===== src/rtl/ahbl_single_initiator_if.sv =====
// Command/response stream plus AHB-Lite manager signals for ahbl_single_initiator.
// master = initiator view, slave = requester + bus-slave view (testbench side).
interface ahbl_single_initiator_if #(
  parameter int ADDR_W = 32
);
  logic              cmd_valid_i;
  logic              cmd_ready_o;
  logic              cmd_write_i;
  logic [ADDR_W-1:0] cmd_addr_i;
  logic [2:0]        cmd_size_i;
  logic [31:0]       cmd_wdata_i;
  logic              rsp_valid_o;
  logic              rsp_ready_i;
  logic [31:0]       rsp_rdata_o;
  logic              rsp_err_o;
  logic [ADDR_W-1:0] ahbl_haddr_o;
  logic [1:0]        ahbl_htrans_o;
  logic              ahbl_hwrite_o;
  logic [2:0]        ahbl_hsize_o;
  logic [2:0]        ahbl_hburst_o;
  logic [31:0]       ahbl_hwdata_o;
  logic [31:0]       ahbl_hrdata_i;
  logic              ahbl_hready_i;
  logic              ahbl_hresp_i;

  modport master (
    input  cmd_valid_i, cmd_write_i, cmd_addr_i, cmd_size_i, cmd_wdata_i, rsp_ready_i,
           ahbl_hrdata_i, ahbl_hready_i, ahbl_hresp_i,
    output cmd_ready_o, rsp_valid_o, rsp_rdata_o, rsp_err_o,
           ahbl_haddr_o, ahbl_htrans_o, ahbl_hwrite_o, ahbl_hsize_o, ahbl_hburst_o, ahbl_hwdata_o
  );

  modport slave (
    output cmd_valid_i, cmd_write_i, cmd_addr_i, cmd_size_i, cmd_wdata_i, rsp_ready_i,
           ahbl_hrdata_i, ahbl_hready_i, ahbl_hresp_i,
    input  cmd_ready_o, rsp_valid_o, rsp_rdata_o, rsp_err_o,
           ahbl_haddr_o, ahbl_htrans_o, ahbl_hwrite_o, ahbl_hsize_o, ahbl_hburst_o, ahbl_hwdata_o
  );
endinterface


===== src/rtl/ahbl_single_initiator.sv =====
// AHB-Lite single-transfer manager: one valid/ready command becomes one NONSEQ
// SINGLE transfer; read data / error returned on a valid/ready response stream.
module ahbl_single_initiator #(
  parameter int ADDR_W = 32,
  parameter int CNT_W  = 16
) (
  input  logic                  clk_i,
  input  logic                  rst_i,
  ahbl_single_initiator_if.master bus,
  output logic                  busy_o,
  output logic [CNT_W-1:0]      xfer_cnt_o
);

  typedef enum logic [1:0] {S_IDLE, S_ADDR, S_DATA, S_RESP} state_t;

  localparam logic [1:0] HT_IDLE   = 2'b00;
  localparam logic [1:0] HT_NONSEQ = 2'b10;

  state_t      state;
  logic [31:0] wdata_q;
  logic        cmd_bad;

  // Illegal size or address not aligned to the transfer size never reaches the bus.
  always_comb begin
    cmd_bad = (bus.cmd_size_i > 3'b010)
            | ((bus.cmd_size_i == 3'b001) & bus.cmd_addr_i[0])
            | ((bus.cmd_size_i == 3'b010) & (|bus.cmd_addr_i[1:0]));
  end

  assign bus.cmd_ready_o   = (state == S_IDLE) & ~rst_i;
  assign bus.ahbl_hburst_o = 3'b000;
  assign busy_o            = (state != S_IDLE);

  always_ff @(posedge clk_i) begin
    if (rst_i) begin
      state             <= S_IDLE;
      wdata_q           <= '0;
      bus.ahbl_haddr_o  <= '0;
      bus.ahbl_htrans_o <= HT_IDLE;
      bus.ahbl_hwrite_o <= 1'b0;
      bus.ahbl_hsize_o  <= '0;
      bus.ahbl_hwdata_o <= '0;
      bus.rsp_valid_o   <= 1'b0;
      bus.rsp_rdata_o   <= '0;
      bus.rsp_err_o     <= 1'b0;
      xfer_cnt_o        <= '0;
    end else begin
      unique case (state)
        S_IDLE: begin
          if (bus.cmd_valid_i) begin
            if (cmd_bad) begin
              state           <= S_RESP;
              bus.rsp_valid_o <= 1'b1;
              bus.rsp_err_o   <= 1'b1;
              bus.rsp_rdata_o <= '0;
            end else begin
              state             <= S_ADDR;
              bus.ahbl_haddr_o  <= bus.cmd_addr_i;
              bus.ahbl_hwrite_o <= bus.cmd_write_i;
              bus.ahbl_hsize_o  <= bus.cmd_size_i;
              bus.ahbl_htrans_o <= HT_NONSEQ;
              wdata_q           <= bus.cmd_wdata_i;
            end
          end
        end
        S_ADDR: begin
          if (bus.ahbl_hready_i) begin
            state             <= S_DATA;
            bus.ahbl_htrans_o <= HT_IDLE;
            bus.ahbl_hwdata_o <= bus.ahbl_hwrite_o ? wdata_q : '0;
          end
        end
        S_DATA: begin
          // First ERROR cycle (hready low) just waits; the second one completes.
          if (bus.ahbl_hready_i) begin
            state             <= S_RESP;
            bus.ahbl_hwdata_o <= '0;
            bus.rsp_valid_o   <= 1'b1;
            bus.rsp_err_o     <= bus.ahbl_hresp_i;
            bus.rsp_rdata_o   <= (!bus.ahbl_hwrite_o && !bus.ahbl_hresp_i) ? bus.ahbl_hrdata_i : '0;
          end
        end
        S_RESP: begin
          if (bus.rsp_ready_i) begin
            state           <= S_IDLE;
            bus.rsp_valid_o <= 1'b0;
            bus.rsp_err_o   <= 1'b0;
            bus.rsp_rdata_o <= '0;
            xfer_cnt_o      <= xfer_cnt_o + 1'b1;
          end
        end
        default: state <= S_IDLE;
      endcase
    end
  end

endmodule

===== src/flat_wrapper.sv =====
// flat-port wrapper written by rule: the top's interface ports become plain ports
module ahbl_single_initiator_flat 
#(
  parameter int ADDR_W = 32,
  parameter int CNT_W  = 16
)
  (clk_i, rst_i, busy_o, xfer_cnt_o, bus_cmd_valid_i, bus_cmd_write_i, bus_cmd_addr_i, bus_cmd_size_i, bus_cmd_wdata_i, bus_rsp_ready_i, bus_ahbl_hrdata_i, bus_ahbl_hready_i, bus_ahbl_hresp_i, bus_cmd_ready_o, bus_rsp_valid_o, bus_rsp_rdata_o, bus_rsp_err_o, bus_ahbl_haddr_o, bus_ahbl_htrans_o, bus_ahbl_hwrite_o, bus_ahbl_hsize_o, bus_ahbl_hburst_o, bus_ahbl_hwdata_o);
  ahbl_single_initiator_if #(.ADDR_W(ADDR_W)) bus_i ();
  input  logic clk_i;
  input  logic rst_i;
  output logic busy_o;
  output logic [CNT_W-1:0] xfer_cnt_o;
  input wire logic [$bits(bus_i.cmd_valid_i)-1:0] bus_cmd_valid_i;
  input wire logic [$bits(bus_i.cmd_write_i)-1:0] bus_cmd_write_i;
  input wire logic [$bits(bus_i.cmd_addr_i)-1:0] bus_cmd_addr_i;
  input wire logic [$bits(bus_i.cmd_size_i)-1:0] bus_cmd_size_i;
  input wire logic [$bits(bus_i.cmd_wdata_i)-1:0] bus_cmd_wdata_i;
  input wire logic [$bits(bus_i.rsp_ready_i)-1:0] bus_rsp_ready_i;
  input wire logic [$bits(bus_i.ahbl_hrdata_i)-1:0] bus_ahbl_hrdata_i;
  input wire logic [$bits(bus_i.ahbl_hready_i)-1:0] bus_ahbl_hready_i;
  input wire logic [$bits(bus_i.ahbl_hresp_i)-1:0] bus_ahbl_hresp_i;
  output wire logic [$bits(bus_i.cmd_ready_o)-1:0] bus_cmd_ready_o;
  output wire logic [$bits(bus_i.rsp_valid_o)-1:0] bus_rsp_valid_o;
  output wire logic [$bits(bus_i.rsp_rdata_o)-1:0] bus_rsp_rdata_o;
  output wire logic [$bits(bus_i.rsp_err_o)-1:0] bus_rsp_err_o;
  output wire logic [$bits(bus_i.ahbl_haddr_o)-1:0] bus_ahbl_haddr_o;
  output wire logic [$bits(bus_i.ahbl_htrans_o)-1:0] bus_ahbl_htrans_o;
  output wire logic [$bits(bus_i.ahbl_hwrite_o)-1:0] bus_ahbl_hwrite_o;
  output wire logic [$bits(bus_i.ahbl_hsize_o)-1:0] bus_ahbl_hsize_o;
  output wire logic [$bits(bus_i.ahbl_hburst_o)-1:0] bus_ahbl_hburst_o;
  output wire logic [$bits(bus_i.ahbl_hwdata_o)-1:0] bus_ahbl_hwdata_o;
  assign bus_i.cmd_valid_i = bus_cmd_valid_i;
  assign bus_i.cmd_write_i = bus_cmd_write_i;
  assign bus_i.cmd_addr_i = bus_cmd_addr_i;
  assign bus_i.cmd_size_i = bus_cmd_size_i;
  assign bus_i.cmd_wdata_i = bus_cmd_wdata_i;
  assign bus_i.rsp_ready_i = bus_rsp_ready_i;
  assign bus_i.ahbl_hrdata_i = bus_ahbl_hrdata_i;
  assign bus_i.ahbl_hready_i = bus_ahbl_hready_i;
  assign bus_i.ahbl_hresp_i = bus_ahbl_hresp_i;
  assign bus_cmd_ready_o = bus_i.cmd_ready_o;
  assign bus_rsp_valid_o = bus_i.rsp_valid_o;
  assign bus_rsp_rdata_o = bus_i.rsp_rdata_o;
  assign bus_rsp_err_o = bus_i.rsp_err_o;
  assign bus_ahbl_haddr_o = bus_i.ahbl_haddr_o;
  assign bus_ahbl_htrans_o = bus_i.ahbl_htrans_o;
  assign bus_ahbl_hwrite_o = bus_i.ahbl_hwrite_o;
  assign bus_ahbl_hsize_o = bus_i.ahbl_hsize_o;
  assign bus_ahbl_hburst_o = bus_i.ahbl_hburst_o;
  assign bus_ahbl_hwdata_o = bus_i.ahbl_hwdata_o;
  ahbl_single_initiator #(.ADDR_W(ADDR_W), .CNT_W(CNT_W)) u_core (.clk_i(clk_i), .rst_i(rst_i), .bus(bus_i), .busy_o(busy_o), .xfer_cnt_o(xfer_cnt_o));
endmodule

===== config.mk =====
export PLATFORM = sky130hd
export DESIGN_NAME = ahbl_single_initiator_flat
export DESIGN_NICKNAME = d
export VERILOG_FILES = /design/src/rtl/ahbl_single_initiator_if.sv /design/src/rtl/ahbl_single_initiator.sv /design/src/flat_wrapper.sv
export SDC_FILE = /design/constraint.sdc
export NUM_CORES = 1
export LEC_CHECK = 0
export CAP_MARGIN = 10
export CELL_PAD_IN_SITES_DETAIL_PLACEMENT = 1
export CELL_PAD_IN_SITES_GLOBAL_PLACEMENT = 1
export CORE_MARGIN = 1.5
export CORE_UTILIZATION = 34
export CTS_CLUSTER_SIZE = 14
export DETAILED_ROUTE_END_ITERATION = 7
export PLACE_DENSITY = 0.95
export SYNTH_ARGS = -nofsm -noshare
export SYNTH_HDL_FRONTEND = slang
export SYNTH_SLANG_ARGS = --single-unit

===== constraint.sdc =====
create_clock -name clk_i -period 3.95 [get_ports clk_i]
set_input_delay 0.79 -clock clk_i [delete_from_list [all_inputs] [get_ports clk_i]]
set_output_delay 0.79 -clock clk_i [all_outputs]
set_load 0.01 [all_outputs]

* After elaboration in Yosys (flattened, before gate mapping) *
Index checks and enable logic that the tools add are counted.

word-level totals
  ROM bits = 0
  input bits = 106
  bits in latches = 0
  logic and storage cells = 73
  memory bits (writable) = 0
  bits in registers = 154
  output and inout bits = 125
  memories = 0

cells by class
  divide/modulo/power cells = 0
  magnitude comparators = 1
  reduce and logical (&&, ||, !) cells = 15
  multiply operators = 0
  $add $sub $neg = 1
  bitwise gates (word level) = 7
  equality and inequality tests = 11
  shift-type cells = 0
  multiplexer cells = 27

operators by type and width
  operator                 number
  $mux W32                 8
  $pmux W32 S3             1
  $pmux W32 S2             1
  $add A16 B1 Y16 const B  1
  $mux W2                  8
  $ne A2 B2 Y1 const B     5
  $pmux W2 S4              1
  $reduce_and A4 Y1        2
  $pmux W1 S3              2
  $reduce_and A3 Y1        2
  $reduce_bool A2 Y1       3
  $mux W1                  5
  $reduce_and A5 Y1        1
  $eq A2 B2 Y1 const B     2
  $pmux W2 S2              1
  $and A1 B1 Y1            3
  $eq A3 B1 Y1 const B     1
  $eq A3 B2 Y1 const B     1
  $gt A3 B2 Y1 const B     1
  $reduce_bool A3 Y1       1
  $eq A2 B1 Y1 const B     1
  $logic_not A1 Y1         2
  $logic_not A2 Y1         1
  $ne A2 B1 Y1 const B     1
  other kinds (5)          7

* Logic depth before layout (Yosys ltp) *
  depth after elaboration = 7
  gate-level depth with buffers = 8
  gate-level depth less buffers = 6

* Least setup slack after synthesis *
OpenSTA, ideal clock, no wires.

  kind = input to output
  from = in rst_i
  to = out bus_cmd_ready_o
  stages = 4
  arrival time = 1661 ps
  path slack = 1499 ps
  cells stage by stage = clkbuf_1 -> clkbuf_1 -> clkbuf_1 -> nor2_1

between the ends
  cells in the longest elaborated chain, start to end = 2

RTL lines
  what             RTL line                     RTL
  start, declared  flat_wrapper.sv:10           input logic rst_i;
  $not A1 Y1       ahbl_single_initiator.sv:30  assign bus.cmd_ready_o = (state == S_IDLE) & ~rst_i;
  $and A1 B1 Y1    ahbl_single_initiator.sv:30
  end, declared    flat_wrapper.sv:22           output wire logic [$bits(bus_i.cmd_ready_o)-1:0] bus_cmd_ready_o;

Every way passes these cells.

* Worst setup path in the final report *
  from = reg u_core.state[1]
  to = out bus_cmd_ready_o

between the ends
  cells in the longest elaborated chain, start to end = 2

RTL lines
  what                    RTL line                     RTL
  start, declared         ahbl_single_initiator.sv:19  state_t state;
  start signal, assigned  ahbl_single_initiator.sv:36  state <= S_IDLE;
  start signal, assigned  ahbl_single_initiator.sv:52  state <= S_RESP;
  start signal, assigned  ahbl_single_initiator.sv:57  state <= S_ADDR;
  $logic_not A2 Y1        ahbl_single_initiator.sv:30
  $and A1 B1 Y1           ahbl_single_initiator.sv:30

Every way passes these cells.

==> results.ini <==
[outcome]
status = finished, final reports clean

[timing]
maxSlewHeadroom_pct = 38.60
period_minus_slack_ps = 2839
fin_crit_sh_pct = 71.88
fin_tns_setup_ps = 0
clock_skew_ps = 7.456
max_freq_mhz = 352.2
tightest_slew_ps = 921.0
setup_viol_count_final = 0
hold_viol_final = 0
slew_viol_final = 0
rsz0062_at_grt = no
fin_ws_ps = 1111

[finish]
final_common_cell = clkdlybuf4s50_1
synthToLayoutAreaGrowth_pct = 50.72
num_antenna_cells = 0
fin_area_um2 = 9016
layout-drive-gt1-share_pct = 5.502
layout.cells.non_filler = 1152
layout_common_cells = 225 x clkdlybuf4s50_1, 206 x nand2_1, 153 x dfxtp_1, 107 x a21oi_1, 37 x nand3_1
nNetsFinal = 1026

[pwr]
p_sw_share_pct = 29.50
clock_power_share_pct = 39.3
p_seq_share_pct = 37.1
combPwrFrac_pct = 23.6
internal_power_mw = 3.176
switchingPower_mw = 1.329
pwr_density_cell_nw_per_um2 = 499.6
vdd_drop_max_v = 0.0003009
power_leakage_nw = 3.153

[die]
start_util_pct = 34.71
die_area_um2 = 18400
die_w_um = 135.6
fp-row-count = 48
ios = 231
die_y_um = 135.6
core_area_um2 = 17240

[placement]
placed_area_um2 = 8381
dp_hpwl_um = 13620
dp.cells = 1120
dp_slack_ps = 769.9
port-buffer-count = 226
finalWeightedCongestion = 0.7785

[critical_path]
worstPathArrival_ps = 2050
r2r-end = u_core.bus.rsp_rdata_o[22]
crit_chain = inv_1 -> ha_1 -> inv_1 -> nor2_1 -> clkdlybuf4s50_1
critical_path.top_delay_family = buffers and inverters
timing.critical_path.fanout_max = 6
critPathSlowestCell = clkdlybuf4s50_1
worstSetupEndpointType = output pin
cp-startpoint = u_core.state[1]
r2r_setup_slack_ps = 1670
worst-path-stages = 5
critPathCapture = bus_cmd_ready_o
cp_common_cell = inv_1
critPathLaunchType = register
reg2regPathDepth = 7
crit_buf_inv = 3
worstSetupPathType = register to output pin
crit_required_ps = 3160
r2r-start = u_core.state[0]
max_stage_delay_ps = 550

[synthesis]
yosysTopAreaCellShare_pct = 51.20
ys_types = 41
ys.flop_type = dfxtp_1
synth_area_leader_cell = dfxtp_1
syn-instance-count = 713
synth-edff-count = 0
avgSynthCellArea_um2 = 8.390
async_reset_ff_share_pct = 0
yosys_register_bits = 153
seq_area_frac_synth_pct = 51.20
synthTopCellsByArea = dfxtp_1 51%, nand2_1 13%, a21oi_1 9.0%
syn_area_um2 = 5982
yosys_warnings = 0

[detailed_routing]
viasPerCell = 4.931
totalWireLength_um = 20110
drtIter0Drc = 245
drt-pass1-iter-count = 4
drc = 0
wl_per_cell_um = 17.46
postRouteAntennaNets = 0
dr_total_vias = 5681

[global_route]
grt_first_pass_wirelength_um = 31640
antenna_found_initial = 0
grt_max_degree = 86
overflow = 0
grt_usage_pct = 22.33
grt_pass1_vias = 6076

[clock_tree]
cts_buffer_depth = 2
clkTransAtPathRegs_ps = 60
root_buffer = clkbuf_16
clk_latency_ps = 430
cts_resized = 0
cts_setup_buffers = 0
hold_buffers = 0
htree_levels = 4
clock-sinks = 153
cts_tree = done
cts-buffers-inserted = 17

[min_path]
min_delay_path_depth = 2
hold_path_class = register to register

[job]
max-cap-violations = 0

## logic make-up after synthesis
group	share of synthesized area, %
other cells	0.06269
fa+ha+maj	1.255
buf+inv	5.103
xor+xnor	1.611
compound gates	11.63
mux	5.355
simple gates	23.78
flops	51.20
## area by class of cell
class | count | area [µm²]
fill | 2032 | 8220
sequential | 153 | 3063
multi-input combinational | 499 | 2654
timing repair buffer | 235 | 2352
clock buffer | 19 | 442.9
tap | 225 | 281.5
clock inverter | 13 | 192.7
inverter | 8 | 30.03
## worst min-delay path, delay by kind of cell (launching register included)
kind               cells  cell delay [ps]
and+or+nand+nor        1               50
AOI/OAI and AO/OA      1               50
DFF                    1              310
## layer usage
layer / GRT usage (%) / routed length [µm] / share of wire (%) / up-vias
li1: - / - / - / 2746
met1: 24.83 / 8037 / 40 / 2726
met2: 39.51 / 10360 / 52 / 158
met3: 5.387 / 983 / 4.9 / 51
met4: 11.35 / 730 / 3.6 / 0
met5: 0 / 0 / 0 / -
## power groups by stage
| stage | clock [mW] | sequential [mW] | combinational, mW |
|---|---|---|---|
| after floorplan | 0 | 1.72 | 0.646 |
| after global placement | 0 | 1.70 | 1.04 |
| after detailed placement | 0 | 1.70 | 1.06 |
| after CTS | 1.80 | 1.67 | 1.07 |
| after global routing | 1.87 | 1.68 | 1.15 |
| final | 1.77 | 1.67 | 1.06 |
## worst min path at each step
stage / startpoint / endpoint / slack [ps]
2_1_floorplan: u_core.wdata_q[0] / u_core.wdata_q[0] / 440
3_3_place_gp: u_core.bus.ahbl_hwdata_o[7] / u_core.bus.ahbl_hwdata_o[7] / 440
3_5_place_dp: u_core.bus.ahbl_haddr_o[23] / u_core.bus.ahbl_haddr_o[23] / 450
4_1_cts: u_core.bus.ahbl_hwdata_o[12] / u_core.bus.ahbl_hwdata_o[12] / 460
5_1_grt: u_core.wdata_q[18] / u_core.wdata_q[18] / 470
6_report: u_core.bus.ahbl_hwdata_o[12] / u_core.bus.ahbl_hwdata_o[12] / 450
## state kept, by name, indices dropped and copies added (netlist names)
register,count
u_core.bus.ahbl_haddr_o,32
u_core.bus.ahbl_hsize_o,3
u_core.bus.ahbl_htrans_o,1
u_core.bus.ahbl_hwdata_o,32
u_core.bus.ahbl_hwrite_o,1
u_core.bus.rsp_err_o,1
u_core.bus.rsp_rdata_o,32
u_core.bus.rsp_valid_o,1
u_core.state,2
u_core.wdata_q,32
u_core.xfer_cnt_o,16
## synthesized netlist by cell type (all sizes together), types with 2 or more instances
master / count
a211oi: 2
a21oi: 108
a221oi: 2
and2: 2
and3: 2
and4: 3
buf: 23
clkbuf: 33
dfxtp: 153
ha: 6
inv: 8
mux2i: 32
nand2: 206
nand2b: 33
nand3: 37
nand4: 6
nor2: 16
nor2b: 5
o21ai: 7
o31ai: 2
or3: 2
or4: 3
xnor2: 2
xor2: 9
## through the flow
step | power, mW | hold slack [ps] | utilization (%)
global route | 4.694 | 470.4 | 52.31
CTS | 4.544 | 455.1 | 52.31
global placement | 2.743 | 436.5 | 48.62
finish | 4.505 | 449.1 | 52.31
detailed placement | 2.767 | 447.5 | 48.62
floorplan | 2.367 | 436.6 | -
Note: power is estimated with default switching activity, not from simulation.
==> variant: new RTL, same flow settings <==
Register the output `xfer_cnt_o` once more, with the module's reset; this adds one clock of latency there. The other outputs are not delayed to match.
--- a/src/rtl/ahbl_single_initiator.sv
+++ b/src/rtl/ahbl_single_initiator.sv
@@ -16,4 +16,6 @@
   localparam logic [1:0] HT_IDLE   = 2'b00;
   localparam logic [1:0] HT_NONSEQ = 2'b10;
+
+  logic [CNT_W-1:0] xfer_cnt_s0;
 
   state_t      state;
@@ -44,5 +46,5 @@
       bus.rsp_rdata_o   <= '0;
       bus.rsp_err_o     <= 1'b0;
-      xfer_cnt_o        <= '0;
+      xfer_cnt_s0       <= '0;
     end else begin
       unique case (state)
@@ -87,5 +89,5 @@
             bus.rsp_err_o   <= 1'b0;
             bus.rsp_rdata_o <= '0;
-            xfer_cnt_o      <= xfer_cnt_o + 1'b1;
+            xfer_cnt_s0     <= xfer_cnt_s0 + 1'b1;
           end
         end
@@ -95,3 +97,11 @@
   end
 
+  always_ff @(posedge clk_i) begin
+    if (rst_i) begin
+      xfer_cnt_o <= '0;
+    end else begin
+      xfer_cnt_o <= xfer_cnt_s0;
+    end
+  end
+
 endmodule
Check against the original RTL: not equivalent (a bounded check fails within 4 cycles, from zero or initial values and one cycle with rst_i high).
==> variant against the unedited design <==
- sequential share of layout area grew 2.2 points
- setup slack gained 0.056 ns
- critical endpoint unchanged
- die area grew 6.9%
- total power shrank 1.5%
- synthesized cell count grew 4.9%
- via count grew 2.2%
- first-iteration DRC count shrank 27%
- sequential cell count grew 16
- final area grew 3.8%
- wire length shrank 4.6%
- synthesized area grew 7.1%
==> variant: results (changes against the unedited design) <==
| Metric | Value |
|---|---|
| Clk_skew | 0.0112 ns (was 0.00746 ns) |
| First-pass GRT wire length | 30.7 mm (was 31.6 mm) |
| Met1 usage | 21.7% (was 24.8%) |
| WP data arrival | 1.99 ns (was 2.05 ns) |
| Synth Flop Type | dfxtp_1 (unchanged) |
| Met3 global-route usage | 6.46% (was 5.39%) |
| Synth area leaders | dfxtp_1 53%, nand2_1 12%, a21oi_1 8.2%, mux2i_1 5.0%, nand2b_1 3.2% (was dfxtp_1 51%, nand2_1 13%, a21oi_1 9.0%, mux2i_1 5.4%, nand2b_1 3.5%) |
| Largest net degree at the start of global routing | 93 (was 86) |
| First-iteration detailed-routing DRC count | 180 (was 245) |
| Clock network power share | 35.1% (was 39.3%) |
| Place WS | 0.870 ns (was 0.770 ns) |
| Routed length on met1 | 8.08 mm (was 8.04 mm) |
| P_int | 3.10 mW (was 3.18 mW) |
| Post-Syn Area per Cell | 8.56 um^2 (was 8.39 um^2) |
| LEAKAGE | 3.28 nW (was 3.15 nW) |
| Flip-flop and latch area | 3380 um^2 (was 3060 um^2) |
| Max_slew headroom | 34.9% (was 38.6%) |
| Post-route minimum period | 2.78 ns (was 2.84 ns) |
| VDD IR max | 0.316 mV (was 0.301 mV) |
| Buffering overhead | 25.1% (was 26.1%) |
| Power consumption | 4.44 mW (was 4.50 mW) |
| M2 GR Usage | 35.1% (was 39.5%) |
| Xor and xnor area share after synthesis | 1.23% (was 1.61%) |
| Multi-input logic area | 2760 um^2 (was 2650 um^2) |
| DP Area | 8810 um^2 (was 8380 um^2) |
| Filler cell count | 2141 (was 2032) |
| Cell variety after synth | 42 (was 41) |
| GRT Util Overall | 19.6% (was 22.3%) |
| # clk buffers | 20 (was 19) |
| Multi-In Gates | 517 (was 499) |
| Synth Area in Adders | 1.17% (was 1.25%) |
| Post-Layout Cell Count | 1195 (was 1152) |
| Status | finished clean (unchanged) |
| Worst-skew pair later-pin latency | 0.41 ns (was 0.43 ns) |
| Invs w/o clock | 9 (was 8) |
| Met3 WL post-DR | 1.25 mm (was 983 um) |
| Post-synthesis sequential area ratio | 52.8% (was 51.2%) |
| WL final | 19.2 mm (was 20.1 mm) |
| Met2 wire len | 9.52 mm (was 10.4 mm) |
| Routability cong. | 0.752 (was 0.779) |
| Routed vias | 5804 (was 5681) |
| Via count of the first global-routing pass | 6129 (was 6076) |
| Compound-gate portion of the synthesized area | 10.5% (was 11.6%) |
| Dpl hpwl | 13.0 mm (was 13.6 mm) |
| Multiplexer share of the synthesized area | 5.53% (was 5.35%) |
| NumNets Final | 1060 (was 1026) |
| ClkCell Share | 5.88% (was 7.05%) |
| Sequential portion of the cell area | 36.1% (was 34.0%) |
==> variant: cell count changes in the layout (fill, tap and decap cells not counted), moves of 3 or more <==
cell,before,now
dfxtp_1,153,169
mux2_2,0,3
clkinv_4,1,4
bufinv_16,4,0
nor2b_1,4,18
nor2_1,15,19
==> variant: path summary, 6_finish.rpt <==
path	start	end	slack [ns]	cells past startpoint
worst max register to register	u_core.state[0]$_SDFFE_PP0P_	u_core.bus.rsp_rdata_o[4]$_SDFFE_PP0P_	1.67	7
worst max-delay path	u_core.state[0]$_SDFFE_PP0P_	bus_cmd_ready_o	1.17	5
worst min-delay path	u_core.bus.ahbl_hwdata_o[14]$_SDFFE_PP0P_	u_core.bus.ahbl_hwdata_o[14]$_SDFFE_PP0P_	0.45	2
worst min register to register	u_core.bus.ahbl_hwdata_o[14]$_SDFFE_PP0P_	u_core.bus.ahbl_hwdata_o[14]$_SDFFE_PP0P_	0.45	2
